$ cat src/rtl/fft_pkg.sv
// Shared FFT defaults and the reader FSM state encoding.
package fft_pkg;

    localparam int unsigned FFT_SIZE = 64;
    localparam int unsigned FFT_DW   = 32;
    localparam int unsigned FFT_AW   = 6;

    typedef enum logic [1:0] {
        IDLE   = 2'd0,
        STREAM = 2'd1,
        DONE   = 2'd2
    } fft_state_t;

endpackage

$ cat src/rtl/spectrum_skid_buf.sv
// Two-entry valid/ready buffer carrying {data, bin, sof, eof}; occupancy feeds the read-issue logic.
module spectrum_skid_buf
    import fft_pkg::*;
#(
    parameter int unsigned DW = FFT_DW,
    parameter int unsigned AW = FFT_AW
) (
    input  logic          clk,
    input  logic          rst,
    input  logic          i_push,
    input  logic [DW-1:0] i_data,
    input  logic [AW-1:0] i_bin,
    input  logic          i_sof,
    input  logic          i_eof,
    input  logic          i_ready,
    output logic          o_valid,
    output logic [DW-1:0] o_data,
    output logic [AW-1:0] o_bin,
    output logic          o_sof,
    output logic          o_eof,
    output logic [1:0]    o_occ
);

    localparam int unsigned W = DW + AW + 2;

    logic [W-1:0] r_head;
    logic [W-1:0] r_tail;
    logic [1:0]   r_occ;
    logic [W-1:0] w_in;
    logic         w_pop;

    assign w_in  = {i_data, i_bin, i_sof, i_eof};
    assign w_pop = (r_occ != 2'd0) && i_ready;

    // Push into a full buffer never happens: the reader only issues when a slot is guaranteed.
    always_ff @(posedge clk or negedge rst) begin
        if (!rst) begin
            r_head <= '0;
            r_tail <= '0;
            r_occ  <= '0;
        end else begin
            case (r_occ)
                2'd0: begin
                    if (i_push) begin
                        r_head <= w_in;
                        r_occ  <= 2'd1;
                    end
                end
                2'd1: begin
                    case ({i_push, w_pop})
                        2'b11: r_head <= w_in;
                        2'b10: begin
                            r_tail <= w_in;
                            r_occ  <= 2'd2;
                        end
                        2'b01: r_occ <= 2'd0;
                        default: ;
                    endcase
                end
                2'd2: begin
                    if (w_pop) begin
                        r_head <= r_tail;
                        if (i_push) r_tail <= w_in;
                        else        r_occ  <= 2'd1;
                    end
                end
                default: r_occ <= 2'd0;
            endcase
        end
    end

    assign o_valid = (r_occ != 2'd0);
    assign {o_data, o_bin, o_sof, o_eof} = r_head;
    assign o_occ   = r_occ;

endmodule

$ cat src/rtl/spectrum_reader.sv
// Streams one frame of FFT bin magnitudes from a 1-cycle-latency RAM onto a valid/ready port.
// Optional peak tracker enabled by defining PEAK_DETECT_EN.
module spectrum_reader
    import fft_pkg::*;
#(
    parameter int unsigned SIZE = FFT_SIZE,
    parameter int unsigned DW   = FFT_DW,
    parameter int unsigned AW   = FFT_AW
) (
    input  logic          clk,
    input  logic          rst,
    input  logic          frame_rdy,
    output logic          frame_done,
    output logic          busy,
    output logic          rd_en,
    output logic [AW-1:0] rd_addr,
    input  logic [DW-1:0] rd_data,
    output logic          m_valid,
    input  logic          m_ready,
    output logic [DW-1:0] m_data,
    output logic [AW-1:0] m_bin,
    output logic          m_sof,
    output logic          m_eof,
    output logic [15:0]   frame_cnt
`ifdef PEAK_DETECT_EN
    ,
    output logic [DW-1:0] peak_mag,
    output logic [AW-1:0] peak_bin,
    output logic          peak_vld
`endif
);

    localparam logic [AW-1:0] LAST = AW'(SIZE - 1);

    fft_state_t    r_state;
    fft_state_t    w_next;
    logic [AW-1:0] r_cnt;
    logic [AW-1:0] r_addr;
    logic          r_infl;
    logic          r_done;
    logic [15:0]   r_frame_cnt;
    logic [1:0]    w_occ;
    logic          w_pop;
    logic [2:0]    w_level;
    logic          w_issue;
    logic          w_last_pop;

    spectrum_skid_buf #(
        .DW (DW),
        .AW (AW)
    ) u_skid (
        .clk     (clk),
        .rst     (rst),
        .i_push  (r_infl),
        .i_data  (rd_data),
        .i_bin   (r_addr),
        .i_sof   (r_addr == '0),
        .i_eof   (r_addr == LAST),
        .i_ready (m_ready),
        .o_valid (m_valid),
        .o_data  (m_data),
        .o_bin   (m_bin),
        .o_sof   (m_sof),
        .o_eof   (m_eof),
        .o_occ   (w_occ)
    );

    // Slots committed after this cycle's pop: buffered beats plus the read whose data lands next.
    assign w_pop      = m_valid && m_ready;
    assign w_level    = {1'b0, w_occ} + {2'b00, r_infl} - {2'b00, w_pop};
    assign w_issue    = (r_state == STREAM) && (w_level < 3'd2);
    assign w_last_pop = (r_state == DONE) && w_pop && m_eof;

    always_ff @(posedge clk or negedge rst) begin
        if (!rst) r_state <= IDLE;
        else      r_state <= w_next;
    end

    always_comb begin
        w_next = r_state;
        unique case (r_state)
            IDLE:    if (frame_rdy) w_next = STREAM;
            STREAM:  if (w_issue && (r_cnt == LAST)) w_next = DONE;
            DONE:    if (w_last_pop) w_next = IDLE;
            default: w_next = IDLE;
        endcase
    end

    // rd_addr shows the issuing address, otherwise the last one issued, so it never passes SIZE-1.
    always_comb begin
        busy    = (r_state != IDLE);
        rd_en   = w_issue;
        rd_addr = w_issue ? r_cnt : r_addr;
    end

    always_ff @(posedge clk or negedge rst) begin
        if (!rst) begin
            r_cnt       <= '0;
            r_addr      <= '0;
            r_infl      <= 1'b0;
            r_done      <= 1'b0;
            r_frame_cnt <= '0;
        end else begin
            r_infl <= w_issue;
            r_done <= w_last_pop;
            if (r_state == IDLE) begin
                r_cnt  <= '0;
                r_addr <= '0;
            end else if (w_issue) begin
                r_cnt  <= r_cnt + AW'(1);
                r_addr <= r_cnt;
            end
            if (w_last_pop) r_frame_cnt <= r_frame_cnt + 16'd1;
        end
    end

    assign frame_done = r_done;
    assign frame_cnt  = r_frame_cnt;

`ifdef PEAK_DETECT_EN
    logic [DW-1:0] r_run_mag;
    logic [AW-1:0] r_run_bin;
    logic [DW-1:0] r_peak_mag;
    logic [AW-1:0] r_peak_bin;
    logic          r_peak_vld;
    logic          w_gt;

    // Sign bit ignored so -0 and +0 compare equal; strict compare keeps the lowest bin on ties.
    assign w_gt = m_data[DW-2:0] > r_run_mag[DW-2:0];

    always_ff @(posedge clk or negedge rst) begin
        if (!rst) begin
            r_run_mag  <= '0;
            r_run_bin  <= '0;
            r_peak_mag <= '0;
            r_peak_bin <= '0;
            r_peak_vld <= 1'b0;
        end else begin
            r_peak_vld <= w_last_pop;
            if (w_pop && (m_sof || w_gt)) begin
                r_run_mag <= m_data;
                r_run_bin <= m_bin;
            end
            if (w_last_pop) begin
                r_peak_mag <= w_gt ? m_data : r_run_mag;
                r_peak_bin <= w_gt ? m_bin : r_run_bin;
            end
        end
    end

    assign peak_mag = r_peak_mag;
    assign peak_bin = r_peak_bin;
    assign peak_vld = r_peak_vld;
`endif

endmodule

$ cat config.mk
export PLATFORM = sky130hd
export DESIGN_NAME = spectrum_reader
export DESIGN_NICKNAME = d
export VERILOG_FILES = /design/src/rtl/fft_pkg.sv /design/src/rtl/spectrum_skid_buf.sv /design/src/rtl/spectrum_reader.sv
export SDC_FILE = /design/constraint.sdc
export NUM_CORES = 1
export LEC_CHECK = 0
export BUFFER_PORTS_ARGS = -buffer_cell sky130_fd_sc_hd__buf_2
export CAP_MARGIN = 20
export CORE_MARGIN = 2
export CORE_UTILIZATION = 55
export CTS_CLUSTER_SIZE = 20
export DETAILED_ROUTE_END_ITERATION = 8
export HOLD_SLACK_MARGIN = 0.03
export MAX_ROUTING_LAYER = met4
export PLACE_DENSITY = 0.91
export SLEW_MARGIN = 10
export SYNTH_ARGS = -nofsm -noshare
export SYNTH_HDL_FRONTEND = slang
export SYNTH_SLANG_ARGS = --single-unit
$ cat constraint.sdc
create_clock -name clk -period 3.9 [get_ports clk]
set_input_delay 0.78 -clock clk [delete_from_list [all_inputs] [get_ports clk]]
set_output_delay 0.78 -clock clk [all_outputs]
set_load 0.005 [all_outputs]
---- Word level (Yosys, flattened, before mapping) ----
Cells that the tools add are included.
word-level totals
  input bits .............................. 36
  register bits ........................... 114
  word-level logic and storage cells ...... 70
  output and inout bits ................... 66
operators by class
  reductions and logical operators ........ 17
  add/sub/neg operators ................... 4
  eq/ne operators ......................... 19
  mux-type cells .......................... 20
  $lt $le $gt $ge ......................... 1
operator list
  kind                     count
  $mux W40                 5
  $pmux W40 S3             1
  $pmux W40 S2             1
  $mux W6                  4
  $add A16 B1 Y16 const B  1
  $eq A6 B6 Y1 const B     2
  $mux W2                  6
  $ne A2 B2 Y1 const B     6
  $pmux W2 S3              2
  $reduce_and A4 Y1        3
  $eq A2 B2 Y1 const B     4
  $reduce_bool A2 Y1       4
  $add A6 B1 Y6 const B    1
  $eq A2 B1 Y1 const B     3
  $logic_not A6 Y1         1
  $ne A2 B1 Y1 const B     3
  $logic_and A1 B1 Y1      5
  $logic_not A2 Y1         2
  $pmux W2 S2              1
  $add A2 B1 Y3            1
  $lt A3 B2 Y1 const B     1
  $ne A3 B1 Y1 const B     1
  $reduce_and A3 Y1        1
  $reduce_bool A3 Y1       1
  $sub A3 B1 Y3            1

---- Longest topological paths before layout ----
  depth after elaboration ................. 8
  mapped depth ............................ 9
  depth with buffers taken out ............ 7

---- Modules after synthesis ----
Synthesis repeated with hierarchy kept, for this count alone.
unflattened totals
  cells, all modules ...................... 372
  area, all modules ....................... 5446.5 µm²
modules (own cells, without submodules)
  module             times used  cells an instance  area an instance (µm²)  sequential area each (µm²)
  spectrum_skid_buf  1           233                3917.5                  2052.0
  spectrum_reader    1           139                1529.0                  800.8

---- Worst setup path after synthesis ----
No wires, ideal clock.
  kind .................................... input to output
  start point ............................. input port m_ready
  end point ............................... output port rd_addr[4]
  slack ................................... 0.520 ns
  required time ........................... 3.120 ns
  cell stages on the path ................. 8
  arrival time ............................ 2.600 ns
  path buffers ............................ 2
  path through ............................ buf_2 -> and3b_1 -> o21ai_0 -> fa_1 -> xor2_4 -> nor2_4 -> buf_6 -> mux2_2
between the ends
  cells in the longest elaborated chain, start to end .. 5
ends and longest elaborated chain
  element              RTL line               text
  start: declaration   spectrum_reader.sv:19  input logic m_ready,
  $logic_and A1 B1 Y1  spectrum_reader.sv:69  assign w_pop = m_valid && m_ready;
  $sub A3 B1 Y3        spectrum_reader.sv:70  assign w_level = {1'b0, w_occ} + {2'b00, r_infl} - {2'b00, w_pop};
  $lt A3 B2 Y1         spectrum_reader.sv:71  assign w_issue = (r_state == STREAM) && (w_level < 3'd2);
  $logic_and A1 B1 Y1  spectrum_reader.sv:71
  named net rd_en      spectrum_reader.sv:15  output logic rd_en,
  $mux W6              --
  end: declaration     spectrum_reader.sv:16  output logic [AW-1:0] rd_addr,
The timed path passes the listed nets, and every way through them passes these cells.

---- Worst setup path after layout ----
  start point ............................. register u_skid.r_occ[0], in the netlist u_skid.o_occ[0]
  end point ............................... output port rd_addr[2]
between the ends
  cells in the longest elaborated chain, start to end .. 6
  elaborated cells on any way between the ends .. 7
  classes of those cells .................. add/sub: 2; order compare: 1; mux: 1; reduce/logical: 3
ends and longest elaborated chain
  element                                                                RTL line                 text
  start: declaration                                                     spectrum_skid_buf.sv:28  logic [1:0] r_occ;
  start signal: assignment                                               spectrum_skid_buf.sv:40  r_occ <= '0;
  start signal: assignment                                               spectrum_skid_buf.sv:46  r_occ <= 2'd1;
  start signal: assignment                                               spectrum_skid_buf.sv:54  r_occ <= 2'd2;
  parallel branches: the longest is 2 deep, another holds $add A2 B1 Y3  --
  $sub A3 B1 Y3 *                                                        spectrum_reader.sv:70
  $lt A3 B2 Y1 *                                                         spectrum_reader.sv:71
  $logic_and A1 B1 Y1 *                                                  spectrum_reader.sv:71
  $mux W6 *                                                              --
Every way passes the cells marked *.

==> metrics <==
drc violations=0; Netlist Area Pre-Place=4992 µm²; n_diodes=0; final hold viol count=0; number of max-cap violations=0; Yosys top cell by area=dfrtp_1; Post-Synth Adder-Cell Area=0.9023%; largest family of logic cells by synthesized area=multiplexers; Mapped Cells=410; critical path endpoint category=output port; Slew Viols, Final=0; Core Box Area=8763 µm²; IO Port Bufs=101; CTS H-tree lvls=4; post-synthesis sequential area ratio=57.14%; cell area after layout=6237 µm²; Die X=99.27 µm; global route total overflow=0; setup tns final=0 ns; Final nets=556; Crit path buffers/inverters=1; skew final=0.006744 ns; RSZ-0062 raised after global routing=false; most frequent cells after synthesis=dfrtp_1 (114), nor2_1 (44), a21oi_1 (43), mux2i_1 (41), mux2_2 (29); GRT Resource Usage Total=23.07%; final WL=10.45 mm; number of global-route vias before repair=3681; Yosys warning count=0; post-synthesis mux area share=18.37%; Worst-path clk slew=0.06 ns; DIE AREA=9855 µm²; Reg2Reg Depth=8; ys async rst share=100.0%; Hold Crit Class=in -> async; Data required, critical path=3.12 ns; CP top delay family=simple AND/OR/NAND/NOR gates; CTS root buf=clkbuf_8; drt first pass iters=4; Crit Path Category=reg -> out; status=complete, no violations; xor/xnor share of the synthesized area=3.358%; via count=3543; largest net degree at the start of global routing=66; share of cells above drive strength 1=33.84%; row cnt=34; worst rel slew slack=46.09%; Crit Reg-Reg Endpoint=r_state[0]; I/O pins=102; Worst Path Max Fanout=8; crit share post-route=96.28%; Worst Setup SP=u_skid.o_occ[0]; Synth Area in Simple Gates=10.73%; P per Cell Area=888.8 nW/µm²; antenna violations before repair=0; Peak Freq=0.2663 GHz; Worst path slowest cell=fa_1; synthesized net count=449; CP Data Arrival Time=2.97 ns; cts hold-fix bufs=0; Yosys top cell area share=57.14%; IR drop worst, VDD=0.5868 mV; measured slew at the worst slew-check pin=0.8086 ns; #FFs+latches synth=114; Via density=5.562; initial core utilization=56.97%; critical path depth=7; post-synthesis compound-gate area fraction=6.917%; most common cell in the synthesized netlist=dfrtp_1; ANT nets after route=0; HPWL Detailed=6.782 mm; Static Leak=2.868 nW; number of synthesized flops with an enable pin=0; Final Util=71.17%; R2R Setup Slk=1.22 ns; Final Setup Violations=0; wire per inst=16.40 µm; Final Wtd Congestion=0.8425; Distinct cells, synth=46; post-place instance area=5623 µm²; Clock Latency Late Sink=0.50 ns; DR iter-0 viols=117; worst r2r src=u_skid.o_occ[0]; largest cells by area after synthesis=dfrtp_1 (57%), mux2i_1 (8.2%), mux2_2 (6.5%), a21oi_1 (4.3%), mux2_1 (3.6%); Avg Cell Area, Syn=12.18 µm²; Slowest Stage Delay on Critical Path=0.51 ns; TritonCTS Buffers=17; Synth Flop Type=dfrtp_1; final worst path period need=3.755 ns; global-route wire length before repair=17.43 mm; critical path startpoint category=flip-flop; critical-path cell list=and3b_2, o21ai_0, fa_1, nand3b_1, nor2_2, mux2_2, buf_2; clk sinks=114; Die Height=99.27 µm; CTS tree=built; buffer depth of the longest clock path=2; Area Growth Syn to Fin=24.94%
-- per-stage QoR --
| step | std cells | total power [mW] | hold slack, ns | setup WS, ns |
|---|---|---|---|---|
| floorplan | 410 | 3.286 | 0.4306 | 0.5204 |
| global placement | 605 | 3.826 | 0.4556 | 0.3710 |
| detailed placement | 605 | 3.950 | 0.4628 | 0.2908 |
| CTS | 636 | 5.577 | 0.3805 | 0.1108 |
| global route | 637 | 5.933 | 0.4235 | 0.02075 |
| finish | 637 | 5.544 | 0.3618 | 0.1452 |
-- per-layer routing --
metal,routed length [µm],GRT usage [%]
met1,4442,27.92
met2,5366,37.53
met3,419,4.919
met4,219,10.22
met5,0,-
-- cells in the final DEF, fill, tap and decap left out, drive strengths merged, types with 6 or more instances in the layout --
| cell type | instances |
|---|---|
| o21ai | 7 |
| nor2 | 46 |
| mux2 | 45 |
| buf | 108 |
| mux2i | 41 |
| xnor2 | 8 |
| xor2 | 9 |
| nand2 | 13 |
| dfrtp | 114 |
| a21oi | 43 |
| and2 | 7 |
| clkbuf | 21 |
| nand3 | 10 |
| nor2b | 6 |
-- final cells by class --
type                       count  area [µm²]
sequential                   114        2853
fill                         604        2526
multi-input combinational    273        2046
timing repair buffer         108       585.6
clock buffer                  21       449.2
clock inverter                10       157.7
tap                          108       135.1
inverter                       3       11.26
-- worst reg2reg max path, stage by stage, from the launching register on --
cell	delay, ns
dfrtp_1	0.54
and3b_2	0.30
o21ai_0	0.23
fa_1	0.45
nand3b_1	0.27
nor2_2	0.12
buf_4	0.17
and4_1	0.22
a311oi_1	0.28
-- state kept, by name, summed over array words and instances, names as in the netlist --
signal / count
r_cnt: 6
r_infl: 1
u_skid.r_tail: 40
u_skid.o_occ: 2
frame_cnt: 16
u_skid.r_head: 40
r_state: 2
r_addr: 6
frame_done: 1
-- power breakdown --
part / internal (mW) / switching, mW / total [mW]
Combinational: 0.933 / 1.01 / 1.94
Clock: 1.06 / 0.523 / 1.59
Sequential: 1.69 / 0.331 / 2.02
Total: 3.68 / 1.86 / 5.54
-- worst max path at each step --
stage                            end  slack (ns)
after global placement    rd_addr[3]        0.37
after global routing      rd_addr[4]        0.02
after CTS                 rd_addr[3]        0.11
final                     rd_addr[2]        0.15
after floorplan           rd_addr[4]        0.52
after detailed placement  rd_addr[3]        0.29
-- logic make-up (layout without fill, tap and decap cells) --
kind of cell    after synthesis  after routing
flops                       114            114
simple gates                106            107
mux                          86             86
compound gates               60             60
buf+inv                      24            142
xor+xnor                     17             17
fa+ha+maj                     3              3
-- what timing repair did --
action	4_1_cts	5_1_grt
gates resized for setup	0	1
setup buffers	0	0
setup endpoints to repair	0	4
No activity file was read; power rests on OpenSTA's default activity.
